[src/rtl/gpi_step_gen.sv]
// Conditions the raw GPI bus (synchronise + debounce) and turns qualified rising
// edges on one selected bit into rate-limited single-cycle `ready` step strobes.
module gpi_step_gen #(
    parameter int WIDTH           = 16,
    parameter int SYNC_STAGES     = 2,
    parameter int DEBOUNCE_CYCLES = 4,
    parameter int MIN_GAP         = 8
) (
    input  logic             clk,
    input  logic             reset,
    input  logic [WIDTH-1:0] GPI,
    input  logic [3:0]       sel,
    input  logic             enable,
    input  logic             clr_ovf,
    output logic             ready,
    output logic [WIDTH-1:0] gpi_clean,
    output logic [3:0]       pending,
    output logic             overflow
);

    localparam int DB_W  = (DEBOUNCE_CYCLES > 1) ? $clog2(DEBOUNCE_CYCLES) : 1;
    localparam int GAP_W = $clog2(MIN_GAP);
    localparam int PAD_W = (WIDTH > 16) ? WIDTH : 16;
    localparam logic [DB_W-1:0]  DB_LAST  = DB_W'(DEBOUNCE_CYCLES - 1);
    localparam logic [GAP_W-1:0] GAP_LOAD = GAP_W'(MIN_GAP - 1);
    localparam logic [GAP_W-1:0] GAP_ONE  = GAP_W'(1);

    typedef enum logic {
        IDLE = 1'b0,
        GAP  = 1'b1
    } state_t;

    state_t           state;
    logic [GAP_W-1:0] gap_cnt;

    logic [WIDTH-1:0] sync_q [SYNC_STAGES];
    logic [WIDTH-1:0] s;
    logic [WIDTH-1:0] s_d;
    logic [DB_W-1:0]  db_cnt [WIDTH];
    logic [WIDTH-1:0] gpi_clean_d;

    logic [WIDTH-1:0] edges;
    logic [PAD_W-1:0] edges_pad;
    logic             rise;
    logic             issue;
    logic             ovf_set;

    assign s = sync_q[SYNC_STAGES-1];

    always_ff @(posedge clk or negedge reset) begin
        if (!reset) begin
            for (int i = 0; i < SYNC_STAGES; i++) begin
                sync_q[i] <= '0;
            end
            s_d <= '0;
        end else begin
            sync_q[0] <= GPI;
            for (int i = 1; i < SYNC_STAGES; i++) begin
                sync_q[i] <= sync_q[i-1];
            end
            s_d <= s;
        end
    end

    // A bit is accepted only after it has differed from gpi_clean and held still
    // for DEBOUNCE_CYCLES consecutive synchronised samples.
    always_ff @(posedge clk or negedge reset) begin
        if (!reset) begin
            for (int i = 0; i < WIDTH; i++) begin
                db_cnt[i] <= '0;
            end
            gpi_clean   <= '0;
            gpi_clean_d <= '0;
        end else begin
            for (int i = 0; i < WIDTH; i++) begin
                if ((s[i] == gpi_clean[i]) || (s[i] != s_d[i])) begin
                    db_cnt[i] <= '0;
                end else if (db_cnt[i] == DB_LAST) begin
                    gpi_clean[i] <= s[i];
                    db_cnt[i]    <= '0;
                end else begin
                    db_cnt[i] <= db_cnt[i] + 1'b1;
                end
            end
            gpi_clean_d <= gpi_clean;
        end
    end

    // Padding to 16 bits makes select values beyond WIDTH land on constant zeros.
    always_comb begin
        edges     = gpi_clean & ~gpi_clean_d;
        edges_pad = PAD_W'(edges);
        rise      = edges_pad[sel];
        issue     = (state == IDLE) && enable && (pending != 4'd0);
        ovf_set   = rise && !issue && (pending == 4'hF);
    end

    always_ff @(posedge clk or negedge reset) begin
        if (!reset) begin
            pending  <= 4'd0;
            overflow <= 1'b0;
        end else begin
            if (rise && !issue && (pending != 4'hF)) begin
                pending <= pending + 4'd1;
            end else if (issue && !rise) begin
                pending <= pending - 4'd1;
            end
            if (ovf_set) begin
                overflow <= 1'b1;
            end else if (clr_ovf) begin
                overflow <= 1'b0;
            end
        end
    end

    // ready is a one-cycle strobe with no back-pressure: each strobe consumes one
    // queued request, and consecutive strobes are MIN_GAP clocks apart.
    always_ff @(posedge clk or negedge reset) begin
        if (!reset) begin
            state   <= IDLE;
            gap_cnt <= '0;
            ready   <= 1'b0;
        end else begin
            case (state)
                IDLE: begin
                    if (issue) begin
                        ready   <= 1'b1;
                        gap_cnt <= GAP_LOAD;
                        state   <= GAP;
                    end else begin
                        ready <= 1'b0;
                    end
                end
                GAP: begin
                    ready <= 1'b0;
                    if (gap_cnt == GAP_ONE) begin
                        gap_cnt <= '0;
                        state   <= IDLE;
                    end else begin
                        gap_cnt <= gap_cnt - GAP_ONE;
                    end
                end
                default: begin
                    ready   <= 1'b0;
                    gap_cnt <= '0;
                    state   <= IDLE;
                end
            endcase
        end
    end

endmodule

[config.mk]
export PLATFORM = sky130hd
export DESIGN_NAME = gpi_step_gen
export DESIGN_NICKNAME = d
export VERILOG_FILES = /design/src/rtl/gpi_step_gen.sv
export SDC_FILE = /design/constraint.sdc
export NUM_CORES = 1
export LEC_CHECK = 0
export CAP_MARGIN = 0
export CELL_PAD_IN_SITES_DETAIL_PLACEMENT = 1
export CELL_PAD_IN_SITES_GLOBAL_PLACEMENT = 1
export CORE_UTILIZATION = 49
export DETAILED_ROUTE_END_ITERATION = 8
export PLACE_DENSITY_LB_ADDON = 0.1
export SYNTH_ARGS = -nofsm -noshare
export SYNTH_HDL_FRONTEND = slang
export SYNTH_SLANG_ARGS = --single-unit
[constraint.sdc]
create_clock -name clk -period 5.1 [get_ports clk]
set_clock_uncertainty 0.15 [all_clocks]
set_input_delay 1.53 -clock clk [delete_from_list [all_inputs] [get_ports clk]]
set_output_delay 1.53 -clock clk [all_outputs]
set_load 0.005 [all_outputs]
* Word level (Yosys, flattened, before mapping)
Index checks and enable logic that the tools add are counted.
** Storage, ports and cells
- Register bits :: 122
- Output and inout bits :: 22
- Logic and storage cells :: 220
- Bits of input ports :: 24
** Operators by class
- Reductions and logical operators :: 43
- Magnitude comparators :: 1
- Add/sub/neg operators :: 19
- Bitwise operators :: 19
- Mux-type cells :: 45
- Equal/unequal tests :: 52
** Operators by type and width (count)
- $mux W2 :: 32
- $add A2 B1 Y2 const B :: 16
- $eq A2 B2 Y1 const B :: 16
- $reduce_and A2 Y1 :: 16
- $not A1 Y1 :: 17
- $and A16 B16 Y16 :: 1
- $eq A1 B1 Y1 :: 16
- $logic_or A1 B1 Y1 :: 16
- $ne A1 B1 Y1 :: 16
- $not A16 Y16 :: 1
- $mux W4 :: 2
- $logic_and A1 B1 Y1 :: 6
- $mux W3 :: 2
- $pmux W3 S2 :: 1
- $lt A4 B5 Y1 const B :: 1
- $mux W1 :: 5
- $add A4 B1 Y4 const B :: 1
- $bmux W1 S4 :: 1
- $eq A4 B4 Y1 const B :: 1
- $ne A4 B4 Y1 const B :: 1
- $pmux W1 S2 :: 2
- $reduce_bool A2 Y1 :: 2
- $reduce_bool A4 Y1 :: 1
- $sub A4 B1 Y4 const B :: 1
- other kinds (4) :: 5

* Longest topological paths before layout
- Depth in word-level cells :: 8
- Depth in mapped cells :: 13
- Depth with buffers taken out :: 11

* Worst setup path after synthesis
No wires, ideal clock.
- Kind :: input -> register
- Start point :: in sel[0]
- End point :: reg pending[3]
- Data required time :: 4830 ps
- Data arrival time :: 3710 ps
- Stages :: 12
- Buffers on the path :: 1
- Setup slack :: 1120 ps
- Library setup time :: 120 ps
- Cell sequence :: or3b_1 > a2bb2oi_2 > o211ai_1 > and4bb_1 > buf_6 > nand2_1 > ha_1 > a21o_1 > a21oi_1 > nor2_1 > mux2_4 > o211a_1
** Between the ends
- Longest elaborated chain between the ends :: 5
- Elaborated cells on any way between the ends :: 8
- Those cells by class :: mux: 3; reduce/logical: 5
** Ends and longest elaborated chain
- start, declared :: line 12 : input logic [3:0] sel,
- $bmux W1 S4 * :: line 93 : rise = edges_pad[sel];
- $mux W1 (not written as such) * :: line 93
- $logic_and A1 B1 Y1 or $logic_not A1 Y1 (tied branches) :: line 103, 105
- $logic_and A1 B1 Y1, on equally long branches :: line 103, 105
- $mux W4 or $reduce_bool A2 Y1 (tied branches)
- end signal, assigned :: line 104 : pending <= pending + 4'd1;
- end signal, assigned :: line 106 : pending <= pending - 4'd1;
- end, declared :: line 17 : output logic [3:0] pending,
Mark *: on every way between the ends. The rest lies on a longest branch, timed or not. The select of a mux whose other input is x is not followed.
A chain may end at the register's enable or synchronous reset.

* Worst setup path in the final report
- Start point :: in sel[2]
- End point :: reg pending[3]
Same word-level chain as after synthesis.

==> metrics.txt <==
syn avg cell area=between 10 and 15 um2; met2 wire length=5.321 mm; power per cell area=between 400 and 500 nW/um2; critical setup path kind=input port to register; Least-Margin Pin Slew=roughly 790 ps; area delta synth->final=24.80%; die height=slightly below 100 um; Place WS=roughly 260 ps; fin crit share=between 80 and 90%; Worst Setup End Kind=register; cts bufs inserted=17; largest net degree at the start of global routing=64; core footprint=between 9000 and 10,000 um2; max-slew violations=0; DP Area=slightly above 5000 um2; Die W=a little under 100 um; DR WL/cell=between 15 and 20 um; Syn Std Cell Area=about 4600 um2; worst hold endpoint=s[6]; Fmax=around 0.23 GHz; total placed cells including tap cells=530; Met3 Wirelength=293 um; Critical Path AT=around 4600 ps; Starting Density=50.33%; endpoints failing setup=0; Critical Path RT=~5400 ps; H-tree Lvls=4; non-filler cells, final=~560; synth unique cells=48; Final nets=slightly below 500; setup tns final=0 ps; share of the yosys chip area belonging to registers=around 66%; Finished Cell Area=5749 um2; hold path startpoint=sync_q[22]; most common cell after layout, fill and taps aside=dfrtp_1; post-CTS resize count=0; number of DRC markers in iteration 0=79; register-to-register setup slack=around 1800 ps; Ys Warns=0; unrepaired setup endpoints after global routing=false; #FFs+latches synth=around 120; r2r worst-path depth=11; Hold WS=a little under 200 ps; Hold Path Stages=0; Max VDD drop=~0.33 mV; post-synth top area share=about two thirds; FF-to-FF Start=gpi_clean[2]; top_reg_cell synth=dfrtp_1; hold_buf cts=0; Synth area leaders=dfrtp_1, a21oi_1, ha_1; antenna cells=0; commonest cells after routing, fill and taps aside=dfrtp_1, a21oi_1, nor2_1, clkdlybuf4s50_1, nand2_1; clock tree from TritonCTS=yes; Max Root-Sink Buffers=2; WL met1=approximately 4 mm; share of cells above drive strength 1=around 10%; clock root cell=clkbuf_8; global-route wire length before repair=16.73 mm; Total GRT Usage=23.07%; GRT overflow=0; standard-cell rows=35; routed via count=between 3,000 and 4,000; Crit Path Max Fanout=10; top cell type by total area after synthesis=dfrtp_1; Post-synth EDFFs=0; ys async rst share=between 90% and 100%; vias in the first global route=approximately 3,400; WL final=9.731 mm; clock sink count=roughly 120; clk_lat worst skew=between 500 and 600 ps; Routed Antenna Nets=0; Setup Buffers After CTS=0; gpl congestion=roughly 0.73; DR top layer=met4; FF-to-FF End=pending[3]; initial antenna violation count=0; Final Hold Viols=0; Register Area=between 3000 and 4000 um2; Buffers on Ports=45; Synthesized Nets=roughly 420; Total Power=approximately 2.5 mW; FILL cells=~920; DRC=0; run status=finished clean; leakage power total=2.640 nW; max cap viols=0; Detailed Place HPWL=5.954 mm; area of the multi-input gates=1490 um2; Util after Layout=between 60% and 70%; Hold WC Path Type=register to register; Die ar.=a little under 10,000 um2; Worst-path clk slew=60 ps; min Tclk post-route=4332 ps; drt first pass iters=4; Via density=about 5.4; startpoint types=input port; max_slew headroom=47.52%; io pins=46; Synth Instances=between 300 and 400; Final WS setup=767.8 ps
==> kinds of logic after synthesis <==
kind of cell / share of synthesized area, %
AO/OA/AOI/OAI: 9.288
XOR/XNOR: 0.3803
adder cells (fa/ha/maj): 5.866
buffers and inverters: 1.385
flip-flops: 66.27
multiplexers: 0.7875
AND/OR/NAND/NOR: 16.02
==> cells in the mapped netlist, drive strengths merged (2+ instances only) <==
| master | instances |
|---|---|
| nor2 | 48 |
| ha | 20 |
| and4bb | 2 |
| nand3b | 2 |
| o31ai | 2 |
| and4b | 2 |
| nor3b | 4 |
| buf | 3 |
| o21ai | 6 |
| nor2b | 17 |
| nand2b | 18 |
| nand4 | 2 |
| inv | 9 |
| a21oi | 50 |
| dfrtp | 122 |
| mux2 | 2 |
| nor3 | 16 |
| and2 | 2 |
| o22a | 2 |
| nand2 | 22 |
==> worst max-delay path by stage <==
stage / startpoint / endpoint / slack, ps / depth (start not counted)
after floorplan: sel[0] / pending[3] / 1120 / 12
after global placement: sel[0] / pending[3] / 430 / 12
after detailed placement: sel[0] / pending[3] / 260 / 12
after CTS: sel[2] / pending[3] / 800 / 12
after global routing: sel[2] / pending[3] / 520 / 12
final: sel[2] / pending[3] / 770 / 12
==> registers in the layout, indices dropped and copies added (netlist names) <==
name and cells:
gpi_clean 16, ready 1, pending 4, overflow 1, gap_cnt 3, s 16, state 1, gpi_clean_d 16
s_d 16, sync_q 16, db_cnt 32
==> worst max-delay path, cell delays in order <==
cell	delay (ps)
clkdlybuf4s50_1	670
nor4bb_1	370
nor4_1	100
o21ai_0	90
and4bb_1	400
nand2_1	180
ha_1	300
a21o_1	170
a21oi_1	200
nor2_1	90
mux2_4	260
o211a_1	210
==> layer usage <==
layer | vias to the layer above | global-route usage [%]
met5 | - | 0
li1 | 1422 | -
met1 | 1571 | 27.08
met4 | 0 | 10.33
met2 | 47 | 39.91
met3 | 10 | 6.028
==> power breakdown <==
group	switching [mW]	internal (mW)	total (mW)	leakage, nW
clock	0.441	0.696	1.14	0.268
combinational	0.145	0.159	0.304	0.820
sequential	0.0667	1.04	1.10	1.55
total	0.653	1.89	2.55	2.64
==> final cells by class <==
type	count	area share (%)
sequential	122	53.10
multi-input combinational	240	25.92
timing repair buffer	48	8.183
clock buffer	18	7.269
clock inverter	13	2.524
tap	111	2.416
inverter	9	0.5876
Power figures use the tool's default switching activity.
==> variant: new RTL, same flow settings <==
The parameter `SYNC_STAGES` goes from 2 to 1.
--- a/src/rtl/gpi_step_gen.sv
+++ b/src/rtl/gpi_step_gen.sv
@@ -2,7 +2,7 @@
 // edges on one selected bit into rate-limited single-cycle `ready` step strobes.
 module gpi_step_gen #(
     parameter int WIDTH           = 16,
-    parameter int SYNC_STAGES     = 2,
+    parameter int SYNC_STAGES     = 1,
     parameter int DEBOUNCE_CYCLES = 4,
     parameter int MIN_GAP         = 8
 ) (
Function: changed (a bounded check fails within 10 cycles, from zero or initial values and one cycle with reset low).
==> variant against the original RTL <==
Non-clock buffer count is the same; synthesized area fell by 8.7%; die area shrank 8.5%; routed wire length fell by 20%; first-iteration DRC count decreased by 44%; worst setup slack got worse by 170 ps; combinational power shrank 4%; sequential cell count down 16; cell area down 14%; total power is 32% lower.
==> variant: results (changes against the original RTL) <==
The clock input transition at the sequential cells of the worst setup and hold paths is 100 ps (+40 ps). The number of clock sinks is 106 (-13%). The wire length the detailed router placed on met1 came out at 3470 um (-13%).

The number of synthesized flops with an enable pin came out at 0 (unchanged). The proportion of layout cells with a drive suffix above 1 is 7.18% (-2.8 points). The maximum vdd ir drop came out at 0.000199 V (-39%). The clock buffer and inverter area fraction after layout is 3.46% (-6.3 points). The fraction of met3 tracks used by global routing came out at 5.31% (-0.71 points). The leakage power is 2.28 nW (-14%).

The synthesized net count is 403 (-3.8%). The total area of sequential cells is 0.00265 mm2 (-13%). The maximum number of pins on one net before global-route repair is 42 (-34%). The global-route track usage on met1 came out at 24.0% (-3.1 points). The detailed-routed wire length on met2 came to 3950 um (-26%). Sorting the synthesized cells by area gives the leading types as dfrtp_1 (63%), a21oi_1 (5.9%), ha_1 (5.9%), nor2_1 (4.3%), nand2b_1 (2.7%).

The maximum single-stage delay on the critical path is 480 ps (-190 ps). The number of diodes was 0 (unchanged). The number of filler cells placed in the layout is 889 (-3.2%).

From synthesis to final layout, the design area changed by 17.7%. The flow ran to the end, and the final reports show no timing, DRC or antenna violations. The total clock buffers created by CTS was 9 (-8). The total length of routed met3 wires came out at 278 um (-5.1%). The switching portion of total power is 28.1% (+2.5 points). The tapcell count came to 105 (-5.4%). The sequential cell area fraction in the yosys report is 63.1% (-3.2 points). The relative contribution of sequential cells to total power came out at 56.0% (+13 points). The met2 global-route usage came out at 34.7% (-5.3 points). The number of buffers other than clock buffers in the final layout came to 48 (unchanged).

The global-route wire length before repair came out at 13400 um (-20%). The DRC violation total after the first TritonRoute iteration came to 44 (-44%). The total number of nets in the final design came out at 459 (-5.0%).

The number of warnings reported in the yosys synthesis log came to 0 (unchanged). The global routing usage summed across all routing layers is 19.7% (-3.4 points). The total number of H-tree levels was 3 (-1). The total instance count after detailed placement came out at 508 (-4.2%). The arrival time at the worst endpoint is 4610 ps (+20 ps). The number of buffers on the longest clock path is 2 (unchanged). The via count of the first global-routing pass came to 2936 (-13%). The path class of the lowest-slack min-delay path is reg -> reg. The via count of the routed design is 2784 (-8.7%). The total cell area at the placement stage came out at 0.00478 mm2 (-7.9%). Counting instances in the post-synthesis netlist gives the leading cell types as dfrtp_1 (106), a21oi_1 (50), nor2_1 (48). The headroom to the max-slew limit is 66.1% (+19 points). The synthesized instance count is 358 (-4.3%).

The per-cell routed wire length came out at 14.9 um (-14%). The global placer's final weighted congestion is 0.751 (+2.2%). The clock network power is 469 uW (-59%). The non-clock buffering overhead in the final layout is 9.50% (+1.3 points).

The clock latency on the worst-skew pair is 370 ps (-150 ps). The final standard cell count with taps included and fillers excluded is 523 (-6.8%). The top fanout value on the critical path is 7 (-3). The number of buffers inserted by port buffering is 45 (unchanged). The count of non-CTS inverters in the layout came to 9 (unchanged). The placed wire-length estimate after detailed placement came out at 5730 um (-3.8%).
==> variant: cell count changes after synthesis <==
| cell | delta |
|---|---|
| dfrtp_1 | -16 |
==> variant: kinds of logic after synthesis <==
logic type / share of synthesized area (%)
adder cells (fa/ha/maj): 6.42
flip-flops: 63.1
multiplexers: 0.862
AND/OR/NAND/NOR: 17.5
AO/OA/AOI/OAI: 10.2
buffers and inverters: 1.52
XOR/XNOR: 0.416
==> variant: worst paths after layout <==
kind	from	endpoint	slack [ps]	cells past startpoint
max in group asynchronous	reset	gpi_clean[13]	2960	2
min in group asynchronous	reset	gap_cnt[2]	960	1
min	s[15]	s_d[15]	280	0
max reg2reg	gpi_clean[2]	pending[3]	1820	11
max	sel[0]	pending[3]	600	12
min reg2reg	s[15]	s_d[15]	280	0
==> variant: through the flow <==
stage,hold slack (ps),power [mW],setup WS (ps)
2_1_floorplan,238,1.15,1120
3_3_place_gp,255,1.26,400
3_5_place_dp,263,1.28,218
4_1_cts,285,1.75,585
5_1_grt,297,1.83,433
6_report,280,1.73,596
